===== config.mk =====
export PLATFORM = sky130hd
export DESIGN_NAME = nibble_serial_tx
export DESIGN_NICKNAME = d
export VERILOG_FILES = /design/src/rtl/nibble_serial_tx_pkg.sv /design/src/rtl/nibble_serial_tx_bit_timer.sv /design/src/rtl/nibble_serial_tx.sv
export SDC_FILE = /design/constraint.sdc
export NUM_CORES = 1
export LEC_CHECK = 0
export BUFFER_PORTS_ARGS = -buffer_cell sky130_fd_sc_hd__buf_2
export CORE_MARGIN = 2
export CORE_UTILIZATION = 40
export DETAILED_ROUTE_END_ITERATION = 10
export GPL_TIMING_DRIVEN = 0
export SYNTH_ARGS = -nofsm -noshare
export SYNTH_HDL_FRONTEND = slang
export SYNTH_SLANG_ARGS = --single-unit
export TNS_END_PERCENT = 20

===== constraint.sdc =====
create_clock -name clk -period 2.1 [get_ports clk]
set_input_delay 0.315 -clock clk [delete_from_list [all_inputs] [get_ports clk]]
set_output_delay 0.315 -clock clk [all_outputs]
set_load 0.02 [all_outputs]

===== src/rtl/nibble_serial_tx_pkg.sv =====
// Shared types and constants for the serial transmitter and its bit timer.
package serial_tx_pkg;

  typedef enum logic [1:0] {
    IDLE  = 2'd0,
    START = 2'd1,
    DATA  = 2'd2,
    STOP  = 2'd3
  } tx_state_t;

  localparam logic START_BIT = 1'b0;
  localparam logic STOP_BIT  = 1'b1;

  // Counter width able to hold 0..n-1, never narrower than one bit.
  function automatic int counter_width(input int n);
    return (n <= 2) ? 1 : $clog2(n);
  endfunction

endpackage


===== src/rtl/nibble_serial_tx_bit_timer.sv =====
// Free-running bit-period counter; tick marks the last cycle of each period.
module bit_timer
  import serial_tx_pkg::*;
#(
  parameter int CLKS_PER_BIT = 4
) (
  input  logic clk,
  input  logic reset,
  input  logic clear,
  output logic tick
);

  localparam int               TW   = counter_width(CLKS_PER_BIT);
  localparam logic [TW-1:0]    LAST = TW'(CLKS_PER_BIT - 1);

  logic [TW-1:0] cnt_q;
  logic [TW-1:0] cnt_d;

  assign tick = (cnt_q == LAST);

  always_comb begin
    cnt_d = cnt_q + 1'b1;
    if (clear || tick) begin
      cnt_d = '0;
    end
  end

  always_ff @(posedge clk or posedge reset) begin
    if (reset) begin
      cnt_q <= '0;
    end else begin
      cnt_q <= cnt_d;
    end
  end

endmodule


===== src/rtl/nibble_serial_tx.sv =====
// Parallel-in serial-out transmitter: start bit, WIDTH data bits LSB first, stop bit.
module nibble_serial_tx
  import serial_tx_pkg::*;
#(
  parameter int WIDTH        = 4,
  parameter int CLKS_PER_BIT = 4
) (
  input  logic             clk,
  input  logic             reset,
  input  logic             load,
  input  logic [WIDTH-1:0] d,
  output logic             ready,
  output logic             busy,
  output logic             tx,
  output logic             done
);

  localparam int            IW       = counter_width(WIDTH);
  localparam logic [IW-1:0] LAST_IDX = IW'(WIDTH - 1);

  tx_state_t        state_q, state_d;
  logic [WIDTH-1:0] shift_q, shift_d;
  logic [IW-1:0]    idx_q, idx_d;
  logic             tx_q, tx_d;
  logic             done_q, done_d;
  logic             tick;

  // Holding the timer clear while idle guarantees a fresh period at acceptance.
  bit_timer #(
    .CLKS_PER_BIT(CLKS_PER_BIT)
  ) u_bit_timer (
    .clk  (clk),
    .reset(reset),
    .clear(state_q == IDLE),
    .tick (tick)
  );

  assign ready = (state_q == IDLE);
  assign busy  = !ready;
  assign tx    = tx_q;
  assign done  = done_q;

  always_comb begin
    state_d = state_q;
    shift_d = shift_q;
    idx_d   = idx_q;
    done_d  = 1'b0;
    case (state_q)
      IDLE: begin
        if (load) begin
          state_d = START;
          shift_d = d;
          idx_d   = '0;
        end
      end
      START: begin
        if (tick) state_d = DATA;
      end
      DATA: begin
        if (tick) begin
          if (idx_q == LAST_IDX) begin
            state_d = STOP;
          end else begin
            idx_d   = idx_q + 1'b1;
            shift_d = shift_q >> 1;
          end
        end
      end
      STOP: begin
        if (tick) begin
          state_d = IDLE;
          done_d  = 1'b1;
        end
      end
      default: state_d = IDLE;
    endcase

    // Line level follows the state being entered so tx comes straight off a flop.
    case (state_d)
      START:   tx_d = START_BIT;
      DATA:    tx_d = shift_d[0];
      default: tx_d = STOP_BIT;
    endcase
  end

  always_ff @(posedge clk or posedge reset) begin
    if (reset) begin
      state_q <= IDLE;
      shift_q <= '0;
      idx_q   <= '0;
      tx_q    <= STOP_BIT;
      done_q  <= 1'b0;
    end else begin
      state_q <= state_d;
      shift_q <= shift_d;
      idx_q   <= idx_d;
      tx_q    <= tx_d;
      done_q  <= done_d;
    end
  end

endmodule

Word-level counts from Yosys, hierarchy flattened --
Index checks and enable logic that the tools add are counted.
Storage, ports and cells: register bits after elaboration 12, input port bits 7, logic and storage cells 42
Cells by class: $add $sub $neg 2, equal/unequal tests 10, mux-type cells 18, reduce and logical (&&, ||, !) cells 5
Operators with widths (number):
- two-way mux 2 bit | 9
- two-way mux 4 bit | 3
- == test 2 bit (second input constant) | 5
- one-hot mux 2 bit (4 select lines) | 1
- one-hot mux 4 bit (2 select lines) | 1
- adder 2 x 1 -> 2 bit (second input constant) | 2
- == test 2 x 1 -> 1 bit (second input constant) | 2
- != test 2 bit (second input constant) | 2
- one-hot mux 2 bit (2 select lines) | 1
- AND reduction 4 bit | 1
- logical NOT 2 bit | 1
- two-way mux 1 bit | 2
- != test 2 x 1 -> 1 bit (second input constant) | 1
- one-hot mux 1 bit (2 select lines) | 1
- nonzero test 2 bit | 1
- logical NOT 1 bit | 1
- logical OR 1 bit | 1

Longest topological paths before layout --
Gate-level depths: netlist of the first run.
word-level depth 6, depth in mapped cells 5

Cells and area by module --
Synthesis of the first run repeated with hierarchy kept, for this count alone.
Second synthesis, totals: cell total of the unflattened synthesis 57, area, all modules 621.8 um^2
Modules (own cells, without submodules):
- nibble_serial_tx | times used 1, cells each 51, area an instance 533.0 um^2, sequential area each 251.5 um^2
- bit_timer | times used 1, cells each 6, area an instance 88.8 um^2, sequential area each 50.0 um^2

Least setup slack after synthesis of the first run --
Ideal clock, no wire load.
path type register to register, from reg idx_q[0], to reg tx_q, in the netlist tx, setup time 0.077 ns, arrival time 1.564 ns, data required time 2.023 ns, setup slack 0.458 ns, cell stages (with the launch flop) 6, path buffers 0, cell sequence dfrtp_1 -> ha_1 -> nand2b_1 -> mux2_4 -> a221o_1 -> o21a_1
On the way: elaborated cells on any way between the ends 10
RTL lines:
- start: declaration | RTL line nibble_serial_tx.sv:23 | logic [IW-1:0] idx_q, idx_d;
- start signal: assignment | RTL line nibble_serial_tx.sv:96 | idx_q <= idx_d;
- == test 2 bit | RTL line nibble_serial_tx.sv:61 | if (idx_q == LAST_IDX) begin
- two-way mux 4 bit | RTL line nibble_serial_tx.sv:61
- two-way mux 4 bit | RTL line nibble_serial_tx.sv:60 | if (tick) begin
- one-hot mux 4 bit (2 select lines) | RTL line nibble_serial_tx.sv:48 | case (state_q)
- net shift_d[0] | RTL line nibble_serial_tx.sv:22 | logic [WIDTH-1:0] shift_q, shift_d;
- one-hot mux 1 bit (2 select lines) | RTL line nibble_serial_tx.sv:79 | case (state_d)
- net tx_d | RTL line nibble_serial_tx.sv:24 | logic tx_q, tx_d;
- end signal: assignment | RTL line nibble_serial_tx.sv:97 | tx_q <= tx_d;
- end: declaration | RTL line nibble_serial_tx.sv:24
The timed path passes the listed nets, and every way through them passes these cells. The select of a mux whose other input is x is not followed. A chain may end at the register's enable or synchronous reset.

Worst setup path after layout of the first run --
Ends and elaborated chain as after synthesis.

==> flow_summary.json, run 1 <==
{
  "status": "completed",
  "finalCritPeriodShare_pct": 83.1,
  "synth_cells": 58,
  "finalSetupTns_ns": 0,
  "dp_hpwl_um": 834,
  "critPathLaunch": "idx_q[0]$_DFFE_PP0P_",
  "syn2layout_area_growth_pct": 17.5,
  "antenna_left": 0,
  "cts_root_buf": "clkbuf_4",
  "cts_buffers": 3,
  "ctsHoldBuffers": 0,
  "initial_core_util_pct": 41.3,
  "yosys.cell_types.count": 27,
  "antenna_found_initial": 0,
  "setup_viol": 0,
  "netlist_area_um2": 608,
  "via_per_inst": 5.44,
  "synth_seq_area_share_pct": 49.6,
  "total_power_mw": 1.05,
  "worst_pin_slew_ns": 0.476,
  "vias": 479,
  "worst_setup_path_start_kind": "flop",
  "clk_latency_ns": 0.27,
  "clk_pin_slew_ns": 0.08,
  "use_met2_pct": 22.4,
  "core_um2": 1470,
  "syn_nets": 68,
  "cts_tree": "done",
  "grtUsageMet3_pct": 2.98,
  "synth_seq_cells": 12,
  "antenna_cells": 0,
  "period_needed_ns": 1.75,
  "grt-busiest-layer": "met2",
  "port_buffers": 10,
  "final_max_slew_viol_count": 0,
  "grtUsageTotal_pct": 14.4,
  "htree_levels": 1,
  "worstPathCellList": "ha_1 -> nand2b_1 -> mux2_4 -> a221o_1 -> o21a_1",
  "place.gp.congestion": 0.701,
  "die_w_um": 43.0,
  "die-area_um2": 1850,
  "cp_max_fo": 5,
  "drive_gt1_share_pct": 27.8,
  "dr.pass1.iters": 3,
  "avgSynthCellArea_um2": 10.5,
  "hold_violations": 0,
  "slowest_delay_ns": 0.41,
  "r2r_start": "idx_q[0]$_DFFE_PP0P_",
  "clock_sinks": 12,
  "end_kind": "flop",
  "grt_max_degree": 13,
  "p_leak_nw": 0.347,
  "nFillCells": 147,
  "peakVddDrop_v": 0.000674,
  "grt_pass1_vias": 472,
  "p_per_area_nw_per_um2": 1480,
  "required_ns": 2.31,
  "seq_area_um2": 302,
  "grt_pass1_wl_mm": 1.93,
  "drc": 0,
  "crit_slowest_cell": "dfrtp_1",
  "slew_headroom_pct": 68.2,
  "hold_class": "in2async",
  "clock_skew_ns": 0.00204,
  "max_freq_ghz": 0.573,
  "multi_input_area_um2": 284,
  "wl_per_cell_um": 12.6,
  "yosys_warnings": 0,
  "rows": 14,
  "io_pins": 11,
  "cts_resized": 0,
  "final_nets": 83,
  "worstSetupPathType": "reg2reg",
  "drt-initial-drc-count": 5,
  "met1_usage_pct": 17.3,
  "cts_buffer_depth": 2,
  "routed_wl_mm": 1.11,
  "die_h_um": 43.0,
  "rsz0062_at_grt": "false",
  "critPathArrivalTime_ns": 1.96,
  "grt_overflow": 0,
  "post_cts_buffers": 0,
  "max-cap-violations": 0
}
logic make-up after synthesis:
kind of cell	Yosys count	synth area share (%)
buffers and inverters	5	3.70
AO/OA/AOI/OAI	14	17.1
multiplexers	2	4.11
XOR/XNOR	1	1.44
AND/OR/NAND/NOR	21	17.9
flip-flops	12	49.6
adder cells (fa/ha/maj)	3	6.17
critical path, delay by kind of cell (launching register included):
kind | cells | cell delay (ns)
mux | 1 | 0.30
fa+ha+maj | 1 | 0.26
simple gates | 1 | 0.17
compound gates | 2 | 0.53
flops | 1 | 0.41
Yosys cell counts, drive strengths merged:
library cell / number / area, um^2
dfrtp: 11 / 275
a32o: 2 / 20.0
and3b: 1 / 8.76
o211ai: 1 / 7.51
a32oi: 2 / 17.5
o21ai: 3 / 15.0
ha: 3 / 37.5
mux2: 1 / 15.0
clkbuf: 1 / 3.75
buf: 1 / 7.51
xnor2: 1 / 8.76
nor2b: 3 / 18.8
nand2b: 1 / 6.26
a221o: 1 / 10.0
a311oi: 1 / 8.76
a21oi: 2 / 10.0
nor3b: 1 / 7.51
nand2: 8 / 30.0
and3: 2 / 15.0
nor2: 4 / 17.5
o21bai: 1 / 7.51
nor3: 1 / 5.00
inv: 3 / 11.3
o21a: 1 / 7.51
mux2i: 1 / 10.0
dfstp: 1 / 26.3
where the power goes:
| group | switching [mW] | leakage, nW | internal, mW |
|---|---|---|---|
| Sequential | 0.0582 | 0.146 | 0.346 |
| Combinational | 0.256 | 0.181 | 0.209 |
| Clock | 0.0794 | 0.0210 | 0.105 |
cell usage in the layout, fill, tap and decap left out, drive strengths merged, types with 2 or more instances in the layout:
cell type / synthesis / routed
a21oi: 2 / 2
a32o: 2 / 2
a32oi: 2 / 2
and3: 2 / 2
buf: 1 / 11
clkbuf: 1 / 5
dfrtp: 11 / 11
ha: 3 / 3
inv: 3 / 3
nand2: 8 / 8
nor2: 4 / 4
nor2b: 3 / 3
o21ai: 3 / 3
path summary, 6_finish.rpt:
check,to,slack [ns],cells past startpoint
max reg2reg,tx$_DFF_PP1_,0.35,5
min reg2reg,shift_q[2]$_DFFE_PP0P_,0.47,2
min in group clk,shift_q[3]$_DFFE_PP0P_,0.29,2
max in group asynchronous,tx$_DFF_PP1_,1.71,2
max,tx$_DFF_PP1_,0.35,5
min,state_q[1]$_DFF_PP0_,0.04,2
area by class of cell:
type                    instances  area share, %
plain buffers                   2           1.58
inverters                       3           1.58
clock buffers                   4           5.08
repair buffers                 10           7.01
flip-flops and latches         12           42.2
well taps                      16           2.80
multi-input cells              41           39.8
layer usage:
metal,vias to the layer above,part of all wire (%)
met1,221,47
met4,0,3.5
li1,235,-
met5,-,0
met2,18,43
met3,5,6.0
per-stage QoR:
stage	worst slack (ns)	instances	utilization (%)	hold WS, ns	cell area [um^2]
CTS	0.344	88	48.6	0.0592	714
global route	0.271	88	48.6	0.0868	714
finish	0.354	88	48.6	0.0401	714
floorplan	0.458	58	-	0.179	608
detailed placement	0.366	84	46.1	0.356	678
global placement	0.372	84	46.1	0.345	678
sequential cells by signal, indices dropped and copies added (netlist names):
name               cells
state_q                2
done                   1
idx_q                  2
tx                     1
u_bit_timer.cnt_q      2
shift_q                4
(Power assumes the default switching activity.)
==> run 2: changes to the inputs <==
==> constraint.sdc (replaced) <==
create_clock -name clk -period 1.75 [get_ports clk]
set_input_delay 0.2625 -clock clk [delete_from_list [all_inputs] [get_ports clk]]
set_output_delay 0.2625 -clock clk [all_outputs]
set_load 0.02 [all_outputs]
==> run 2 against run 1 <==
  * Sequential share of layout area down 0.87 points
  * Worst hold slack worse by 0.053 ns
  * Setup slack worse by 0.29 ns
  * First-iteration DRC count did not move
  * Global-route usage is the same
  * Power rose by 23%
  * Clock-buffer cell count stayed put
  * Clock skew up 0.0021 ns
  * Fmax rose by 3.7%
  * Combinational power increased by 24%
  * The flow now finishes with violations (hold timing)
  * Utilization is 1.0 points higher
  * Sequential cell count is the same
==> flow_summary.json, run 2 (synthesis gave the netlist of run 1 again) <==
{
  "clk_pin_slew_ns": 0.08,
  "drc": 0,
  "period_needed_ns": 1.68,
  "ctsHoldBuffers": 0,
  "p_per_area_nw_per_um2": 1780,
  "io_pins": 11,
  "clk_latency_ns": 0.28,
  "grt_max_degree": 13,
  "vias": 485,
  "drive_gt1_share_pct": 30.6,
  "clock_sinks": 12,
  "die-area_um2": 1850,
  "peakVddDrop_v": 0.000818,
  "whs_ns": -0.0130,
  "post_cts_buffers": 0,
  "p_leak_nw": 0.345,
  "hold_violations": 11,
  "cts_buffers": 3,
  "initial_core_util_pct": 41.3,
  "worst_setup_path_start_kind": "flop",
  "finalCritPeriodShare_pct": 96.2,
  "core_um2": 1470,
  "max-cap-violations": 0,
  "cp_max_fo": 5,
  "die_h_um": 43.0,
  "pre_cts_slack_ns": 0.0164,
  "grt_pass1_vias": 472,
  "critPathArrivalTime_ns": 1.90,
  "cts_tree": "done",
  "wl_per_cell_um": 13.0,
  "clock_skew_ns": 0.00412,
  "htree_levels": 1,
  "required_ns": 1.96,
  "dp_hpwl_um": 834,
  "syn2layout_area_growth_pct": 20.0,
  "finalSetupTns_ns": 0,
  "failed_checks": "hold timing",
  "grtUsageTotal_pct": 14.4,
  "total_power_mw": 1.30,
  "postLayoutCoreUtil_pct": 49.6,
  "cts_root_buf": "clkbuf_4",
  "status": "finished with violations",
  "most-common-layout-cells": "dfrtp_1 (11), buf_2 (10), nand2_1 (8)",
  "rows": 14,
  "place.gp.congestion": 0.701,
  "worstSetupPathType": "reg2reg",
  "antenna_cells": 0,
  "reg2reg_to": "tx$_DFF_PP1_",
  "dr.pass1.iters": 4,
  "reg2reg_slack_ns": 0.07,
  "final_common_cell": "dfrtp_1",
  "worst_pin_slew_ns": 0.482,
  "r2r_start": "idx_q[0]$_DFFE_PP0P_",
  "multi_input_area_um2": 299,
  "final_nets": 83,
  "final_max_slew_viol_count": 0,
  "rsz0062_at_grt": "false",
  "antenna_left": 0,
  "seq_area_um2": 302,
  "antenna_found_initial": 0,
  "grt_overflow": 0,
  "critPathLaunch": "idx_q[0]$_DFFE_PP0P_",
  "via_per_inst": 5.51,
  "hold_class": "in2async",
  "routed_wl_mm": 1.15,
  "nFillCells": 146,
  "cts_buffer_depth": 2,
  "grt_pass1_wl_mm": 1.93,
  "port_buffers": 10,
  "end_kind": "flop",
  "top_register": "shift_q",
  "largest_reg_flops": 4,
  "die_w_um": 43.0,
  "setup_viol": 0,
  "drt-initial-drc-count": 5,
  "cts_resized": 1,
  "setup_ws_ns": 0.0665,
  "slew_headroom_pct": 67.8,
  "r2r_cells": 5,
  "max_freq_ghz": 0.594
}
## run 2: cell counts in the layout (fill, tap and decap cells not counted)
No cell type changed its count.
## run 2: worst max-delay path by stage
| stage | end |
|---|---|
| after floorplan | tx$_DFF_PP1_ |
| after global placement | tx$_DFF_PP1_ |
| after detailed placement | tx$_DFF_PP1_ |
| after CTS | tx$_DFF_PP1_ |
| after global routing | tx$_DFF_PP1_ |
| final | tx$_DFF_PP1_ |
## run 2: final cells by class
class / count / area share, %
Buffer: 2 / 1.54
Inverter: 3 / 1.54
Timing Repair Buffer: 10 / 6.86
Tap cell: 16 / 2.74
Sequential cell: 12 / 41.3
Multi-Input combinational cell: 41 / 41.0
Clock buffer: 4 / 4.97
## run 2: layer usage
metal	GRT usage [%]	routed length (um)	up-vias
met2	22.4	502	16
li1	-	-	234
met4	10.9	39	0
met3	2.98	64	5
met5	0	0	-
met1	17.3	538	230
## run 2: through the flow
stage                     cell area, um^2  std cells
after global routing                  729         88
after detailed placement              678         84
after global placement                678         84
after CTS                             717         88
final                                 729         88
after floorplan                       608         58
## run 2: report_power, final
group | leakage, nW | switching (mW) | internal [mW]
combinational | 0.178 | 0.310 | 0.266
sequential | 0.146 | 0.0825 | 0.415
clock | 0.0210 | 0.0971 | 0.127
total | 0.345 | 0.490 | 0.808
## run 2: worst max-delay path, stage by stage (launching register included)
cell and delay [ns]:
dfrtp_1 0.44, ha_4 0.20, nand2b_1 0.15, mux2_4 0.29, a221o_1 0.34, o21a_1 0.20
